==> src/rtl/div_iter_if.sv <==
// div_iter_if: execute-stage <-> divider handshake bundle
interface div_iter_if;
  logic [66:0] es_to_div_bus;
  logic        div_ack;
  logic [32:0] div_to_es_bus;
  logic        div_busy;
  modport master (output es_to_div_bus, div_ack, input div_to_es_bus, div_busy);
  modport slave (input es_to_div_bus, div_ack, output div_to_es_bus, div_busy);
endinterface

==> src/rtl/div_iter.sv <==
// div_iter: radix-2^RADIX_BITS restoring divider with sign fix-up; DIV_FAST_PATH_EN enables the early-out for trivial operands
module div_iter #(
  parameter int RADIX_BITS = 1
) (
  input logic       clk,
  input logic       reset,
  input logic       flush,
  div_iter_if.slave bus
);
  localparam int N = 32 / RADIX_BITS;
  typedef enum logic [1:0] {IDLE, BUSY, DONE} state_t;
  state_t      r_state;
  logic [5:0]  r_cnt;
  logic        r_use_mod, r_sign_q, r_sign_r, r_dz, r_ok;
  logic [31:0] r_rem, r_quo, r_dsr, r_dvd, r_result;
  logic        w_req, w_mod, w_uns, w_sx, w_sy, w_fast;
  logic [31:0] w_a, w_b, w_abs_a, w_abs_b, w_rem, w_quo, w_final, w_fast_res;
  logic [32:0] w_t;
  assign {w_req, w_mod, w_uns, w_a, w_b} = bus.es_to_div_bus;
  assign w_sx = ~w_uns & w_a[31];
  assign w_sy = ~w_uns & w_b[31];
  assign w_abs_a = w_sx ? -w_a : w_a;
  assign w_abs_b = w_sy ? -w_b : w_b;
`ifdef DIV_FAST_PATH_EN
  assign w_fast = (w_b == '0) || (w_abs_a < w_abs_b);
  assign w_fast_res = w_mod ? w_a : {32{w_b == '0}};
`else
  assign w_fast = 1'b0;
  assign w_fast_res = '0;
`endif
  // RADIX_BITS restoring steps on {remainder, quotient shift register}
  always_comb begin
    w_rem = r_rem;
    w_quo = r_quo;
    w_t = '0;
    for (int k = 0; k < RADIX_BITS; k++) begin
      w_t = {w_rem, w_quo[31]};
      w_quo = {w_quo[30:0], w_t >= {1'b0, r_dsr}};
      w_rem = w_t >= {1'b0, r_dsr} ? 32'(w_t - {1'b0, r_dsr}) : w_t[31:0];
    end
  end
  assign w_final = r_dz ? (r_use_mod ? r_dvd : '1) :
                   r_use_mod ? (r_sign_r ? -w_rem : w_rem) : (r_sign_q ? -w_quo : w_quo);
  assign bus.div_to_es_bus = {r_result, r_ok};
  assign bus.div_busy = r_state != IDLE;
  // IDLE/BUSY/DONE control with registered result and div_ok
  always_ff @(posedge clk) begin
    if (reset || flush) begin
      r_state <= IDLE;
      r_ok <= 1'b0;
      r_result <= '0;
      r_cnt <= '0;
    end else begin
      case (r_state)
        IDLE: if (w_req) begin
          r_use_mod <= w_mod;
          r_dvd <= w_a;
          r_dsr <= w_abs_b;
          r_dz <= w_b == '0;
          r_rem <= '0;
          r_quo <= w_abs_a;
          r_sign_q <= w_sx ^ w_sy;
          r_sign_r <= w_sx;
          if (w_fast) begin
            r_result <= w_fast_res;
            r_ok <= 1'b1;
            r_state <= DONE;
          end else begin
            r_cnt <= 6'(N);
            r_state <= BUSY;
          end
        end
        BUSY: if (!w_req) begin
          r_cnt <= '0;
          r_state <= IDLE;
        end else begin
          r_rem <= w_rem;
          r_quo <= w_quo;
          r_cnt <= r_cnt - 6'd1;
          if (r_cnt == 6'd1) begin
            r_result <= w_final;
            r_ok <= 1'b1;
            r_state <= DONE;
          end
        end
        DONE: if (bus.div_ack || !w_req) begin
          r_ok <= 1'b0;
          r_state <= IDLE;
        end
        default: r_state <= IDLE;
      endcase
    end
  end
endmodule

==> src/flat_wrapper.sv <==
// flat-port wrapper written by rule: the top's interface ports become plain ports
module div_iter_flat 
#(
  parameter int RADIX_BITS = 1
)
  (clk, reset, flush, bus_es_to_div_bus, bus_div_ack, bus_div_to_es_bus, bus_div_busy);
  div_iter_if bus_i ();
  input logic clk;
  input logic reset;
  input logic flush;
  input wire logic [$bits(bus_i.es_to_div_bus)-1:0] bus_es_to_div_bus;
  input wire logic [$bits(bus_i.div_ack)-1:0] bus_div_ack;
  output wire logic [$bits(bus_i.div_to_es_bus)-1:0] bus_div_to_es_bus;
  output wire logic [$bits(bus_i.div_busy)-1:0] bus_div_busy;
  assign bus_i.es_to_div_bus = bus_es_to_div_bus;
  assign bus_i.div_ack = bus_div_ack;
  assign bus_div_to_es_bus = bus_i.div_to_es_bus;
  assign bus_div_busy = bus_i.div_busy;
  div_iter #(.RADIX_BITS(RADIX_BITS)) u_core (.clk(clk), .reset(reset), .flush(flush), .bus(bus_i));
endmodule
==> config.mk <==
export PLATFORM = sky130hd
export DESIGN_NAME = div_iter_flat
export DESIGN_NICKNAME = d
export VERILOG_FILES = /design/src/rtl/div_iter_if.sv /design/src/rtl/div_iter.sv /design/src/flat_wrapper.sv
export SDC_FILE = /design/constraint.sdc
export NUM_CORES = 1
export LEC_CHECK = 0
export BUFFER_PORTS_ARGS = -buffer_cell sky130_fd_sc_hd__buf_2
export CAP_MARGIN = 20
export CORE_AREA = 4 4 180 182
export DETAILED_ROUTE_END_ITERATION = 8
export DIE_AREA = 0 0 184 186
export HOLD_SLACK_MARGIN = 0.08
export SLEW_MARGIN = 30
export SYNTH_ARGS = -nofsm -noshare
export SYNTH_HDL_FRONTEND = slang
export SYNTH_SLANG_ARGS = --single-unit
export TNS_END_PERCENT = 5
==> constraint.sdc <==
create_clock -name clk -period 16.4 [get_ports clk]
set_clock_uncertainty 0.15 [all_clocks]
set_input_delay 0.82 -clock clk [delete_from_list [all_inputs] [get_ports clk]]
set_output_delay 0.82 -clock clk [all_outputs]
set_load 0.01 [all_outputs]
Word-level counts from Yosys, hierarchy flattened. Cells that the tools add are included.

Add/sub/neg operators: 6. Order comparisons: 1. Eq/ne operators: 8. Multiplexer cells: 26. Bitwise logic cells: 5. Reduce and logical (&&, ||, !) cells: 14.

Operators by type and width (count): $mux 32 (12); $neg 32->32 (4); $pmux 32 s2 (2); $ge 33x32->1 (1); $logic_not 32->1 (1); $sub 32x32->32 (1); $mux 6 (2); $pmux 6 s2 (1); $reduce_and 3->1 (3); $mux 2 (4); $reduce_and 4->1 (2); $eq 6x1->1 const B (1); $pmux 2 s3 (1); $reduce_bool 2->1 (3); $sub 6x1->6 const B (1); $ne 2x1->1 const B (2); $ne 2x2->1 const B (2); $mux 1 (3); $ne 3x2->1 const B (1); $and 1x1->1 (2); $eq 2x1->1 const B (1); $eq 2x2->1 const B (1); $logic_not 2->1 (1); $logic_or 1x1->1 (2); other kinds (5) (6).

Register bits: 173. Input port bits: 71. Output and inout bits: 34. Logic and storage cells: 72.

Longest topological paths before layout.
Depth in word-level cells: 6. Mapped depth: 23. Depth with buffers taken out: 19.

Least setup slack after synthesis. OpenSTA, ideal clock, no wires.

Path type: register to register. From: register u_core.r_rem[11]. To: register u_core.r_result[30]. Library setup time: 0.134 ns. Data arrival time: 5.056 ns. Required time: 16.116 ns. Path slack: 11.060 ns. Stages on the path, launching flop included: 23. Path buffers: 4. Period minus slack after synthesis: 5.340 ns. Cells stage by stage: edfxtp_1 > ha_1 > buf_2 > and4_4 > a21oi_2 > a31oi_2 > o31a_4 > or2_4 > buf_8 > inv_2 > buf_2 > buf_1 > mux2i_1 > ha_1 > nand2_1 > a311oi_1 > or4b_4 > nor2_1 > a32oi_1 > or4b_1 > o31ai_2 > xnor2_1 > a21oi_1.

Cells in the longest elaborated chain, start to end: 6. Elaborated cells on any way between the ends: 9. Those cells by class: add/sub: 3; order compare: 1; mux: 5.

RTL lines: from (decl) (line div_iter.sv:15) `logic [31:0] r_rem, r_quo, r_dsr, r_dvd, r_result;`; from (signal assigned) (line div_iter.sv:77) `r_rem <= w_rem;`; $sub 32x32->32 / $ge 33x32->1 (equally long branches) (line div_iter.sv:39, div_iter.sv:38); $mux 32 (line div_iter.sv:39) `w_rem = w_t >= {1'b0, r_dsr} ? 32'(w_t - {1'b0, r_dsr}) : w_t[31:0];`; $neg 32->32 (line div_iter.sv:43) `r_use_mod ? (r_sign_r ? -w_rem : w_rem) : (r_sign_q ? -w_quo : w_quo);`; $mux 32 (line div_iter.sv:43); $mux 32 (*) (line div_iter.sv:43); $mux 32 (*) (line div_iter.sv:42) `assign w_final = r_dz ? (r_use_mod ? r_dvd : '1) :`; to (signal assigned) (line div_iter.sv:65) `r_result <= w_fast_res;`; to (signal assigned) (line div_iter.sv:81) `r_result <= w_final;`; to (decl) (line div_iter.sv:15).

Mark *: on every way between the ends. The rest lies on a longest branch, timed or not. A chain may end at the register's enable or synchronous reset.

Final worst setup path.
From: register u_core.r_rem[9]. To: register u_core.r_result[30].

The elaborated chain is that of the path after synthesis.

==> flow_summary.yaml <==
layout:
  area_growth_pct: 11.2
  nets: 1572
  antenna_cells: 0
  layout_commonest_cell: "nor2_1"
  nFillCells: 3070
  drive_above_1_share_pct: 11.7
  final_cell_mix: "nor2_1 (143), nand2_1 (139), edfxtp_1 (132)"
  fin_area_mm2: 0.0136
routing:
  wl_per_cell_um: 19.4
  drc: 0
  num_vias: 10800
  drt_pass1_iterations: 5
  vias_per_cell: 5.77
  ant_nets: 0
  drt_iter0_markers: 890
  drt-total-wl_mm: 36.3
critical_path:
  cp_max_fo: 55
  start_kind: "flip-flop"
  cp_num_buf_inv: 1
  critPathMaxStageDelay_ns: 0.67
  crit_type: "reg -> reg"
  startpoint: "u_core.r_rem[9]"
  critical_path.cell_chain: "ha_1 -> nand4_1 -> nor4_1 -> a31oi_1 -> o221ai_1 -> or2_4 -> inv_2 -> mux2i_1 -> ha_1 -> nand2_1 -> a311oi_1 -> or4b_4 -> nor2_1 -> a32oi_1 -> or4b_1 -> o31ai_2 -> xnor2_1 -> a21oi_1"
  cp-end-kind: "flip-flop"
  worst_ep_required_time_ns: 16.55
  crit_path_top_delay_cell: "or2_4"
  r2r_start: "u_core.r_rem[9]"
  crit_family: "simple AND/OR/NAND/NOR gates"
  crit_top_cell: "ha_1"
  crit_arrival_ns: 6.38
cts:
  clock_path_buffers: 2
  path_clk_slew_ns: 0.07
  clk_latency_ns: 0.44
  holdBufCountCts: 0
  clockRootBuffer: "clkbuf_16"
  h-tree-depth: 4
  cts_made_buffers: 17
  cts_resized: 0
  cts_tree: "built"
  post_cts_buffers: 0
  cts.sinks: 173
outcome:
  status: "finished, final reports clean"
logic_synthesis:
  synth_edf_count: 132
  ys_warn_count: 0
  ys_seq_area_share_pct: 39.2
  synthDistinctLibCells: 85
  postSynthNetCount: 1509
  avgSynthCellArea_um2: 8.72
  synth_flop_cell: "edfxtp_1"
  syn_area_mm2: 0.0122
  synthArstFlopShare_pct: 0
  ys_ff_latch: 173
  synth_cells: 1399
timing:
  fmax_mhz: 161
  finalWorstSetupSlack_ns: 10.18
  post-route-min-period_ns: 6.22
  post-route-period-util_pct: 38.0
  rsz0062_at_grt: "no"
  setup_viol: 0
  slew_headroom_pct: 37.4
  slew_viol_final: 0
  tns_ns: 0
  hold_viol_final: 0
  tightest_slew_ns: 0.939
floorplanning:
  start_util_pct: 39.9
  die_x_um: 184
  num_rows: 64
  fp.dieH_um: 186
  core_area_mm2: 0.0306
  io_pins: 105
  die_area_mm2: 0.0342
power_and_ir_drop:
  power_mw: 1.05
  ir_worst_vdd_uv: 77.3
  pwr_density_cell_mw_per_mm2: 77.4
  p_leak_nw: 5.07
worst_hold_path:
  min_from: "u_core.r_result[13]"
  min_path_type: "reg -> reg"
grt:
  grt_pass1_vias: 10300
  grt_overflow: 0
  grt_pass1_wl_mm: 56.6
  grtUsageTotal_pct: 21.0
  grt_max_degree: 69
  antenna_found_initial: 1
place:
  place_area_mm2: 0.0130
  port_buffers: 104
  dp_hpwl_mm: 27.7
  routabilityCongestion: 0.910
  pre_cts_ws_ns: 10.27
run:
  max_cap_violations: 0
[routing by layer]
layer  vias up  wire length, um  global-route usage [%]
li1       5261                -                       -
met1      5213            16300                    27.9
met2       264            17600                    35.5
met3        49             1580                    2.87
met4         2              841                    7.04
met5         -                7                       0
[power breakdown]
group / total [mW] / switching [mW] / internal [mW]
registers: 0.496 / 0.00967 / 0.486
clock network: 0.393 / 0.188 / 0.205
logic: 0.161 / 0.101 / 0.0607
[worst min-delay path: cells and delay by family (launching register included)]
family | cells | cell delay (ns)
flops | 1 | 0.31
simple gates | 2 | 0.09
[metrics by stage]
step / cells / hold WS (ns) / util [%]
floorplan: 1399 / 0.305 / -
global placement: 1838 / 0.278 / 42.4
detailed placement: 1839 / 0.279 / 42.5
CTS: 1871 / 0.289 / 44.3
global route: 1871 / 0.321 / 44.3
finish: 1871 / 0.287 / 44.3
[final cells by class]
| type | instances | area, um2 | area share, % |
|---|---|---|---|
| inverters | 61 | 229 | 1.69 |
| multi-input cells | 1095 | 6890 | 50.8 |
| well taps | 396 | 495 | 3.65 |
| clock buffers | 22 | 464 | 3.42 |
| flip-flops and latches | 173 | 4780 | 35.3 |
| repair buffers | 114 | 619 | 4.57 |
| clock inverters | 10 | 81.3 | 0.600 |
[Yosys cell counts (7+ instances only)]
library cell	n	area, um2
xor2_1	55	482
nand2_1	139	522
nor4_1	17	106
o41ai_1	10	87.6
nor3_1	53	265
nand4_1	15	93.8
nand3_1	24	120
mux2i_1	19	190
nand2b_1	10	62.6
inv_1	59	221
and3_1	11	68.8
a31oi_1	17	106
o211ai_1	16	120
a21o_1	22	165
or3_1	19	119
nor2b_1	15	93.8
xnor2_1	76	666
nor2_1	145	544
or4_1	9	67.6
edfxtp_1	132	3960
a211oi_1	8	60.1
o21ai_0	113	566
a21oi_1	103	515
o21ai_1	7	35.0
dfxtp_1	41	821
buf_2	13	65.1
buf_1	8	30.0
ha_1	38	475
clkbuf_1	43	161
o221ai_1	11	96.3
o31ai_1	20	150
[kinds of logic (layout without fill, tap and decap cells)]
group                    Yosys count  in the layout  synth area share, %
AND/OR/NAND/NOR                  504            504                 20.1
adder cells (fa/ha/maj)           39             39                 4.06
flip-flops                       173            173                 39.2
buffers and inverters            131            207                 4.47
multiplexers                      23             23                 1.93
XOR/XNOR                         131            131                 9.41
AO/OA/AOI/OAI                    398            398                 20.8
[final timing paths]
path	endpoint	slack, ns	depth (start not counted)
hold reg to reg	u_core.r_result[13]	0.29	2
hold / removal	u_core.r_result[13]	0.29	2
setup / recovery	u_core.r_result[30]	10.18	18
setup reg to reg	u_core.r_result[30]	10.18	18
[sequential cells by signal, summed over array words and instances (netlist names)]
| name | count |
|---|---|
| u_core.r_dvd | 32 |
| u_core.r_cnt | 6 |
| u_core.r_ok | 1 |
| u_core.r_state | 2 |
| u_core.r_result | 32 |
| u_core.r_sign_q | 1 |
| u_core.r_use_mod | 1 |
| u_core.r_rem | 32 |
| u_core.r_dsr | 32 |
| u_core.r_dz | 1 |
| u_core.r_quo | 32 |
| u_core.r_sign_r | 1 |
(Power assumes the default switching activity.)
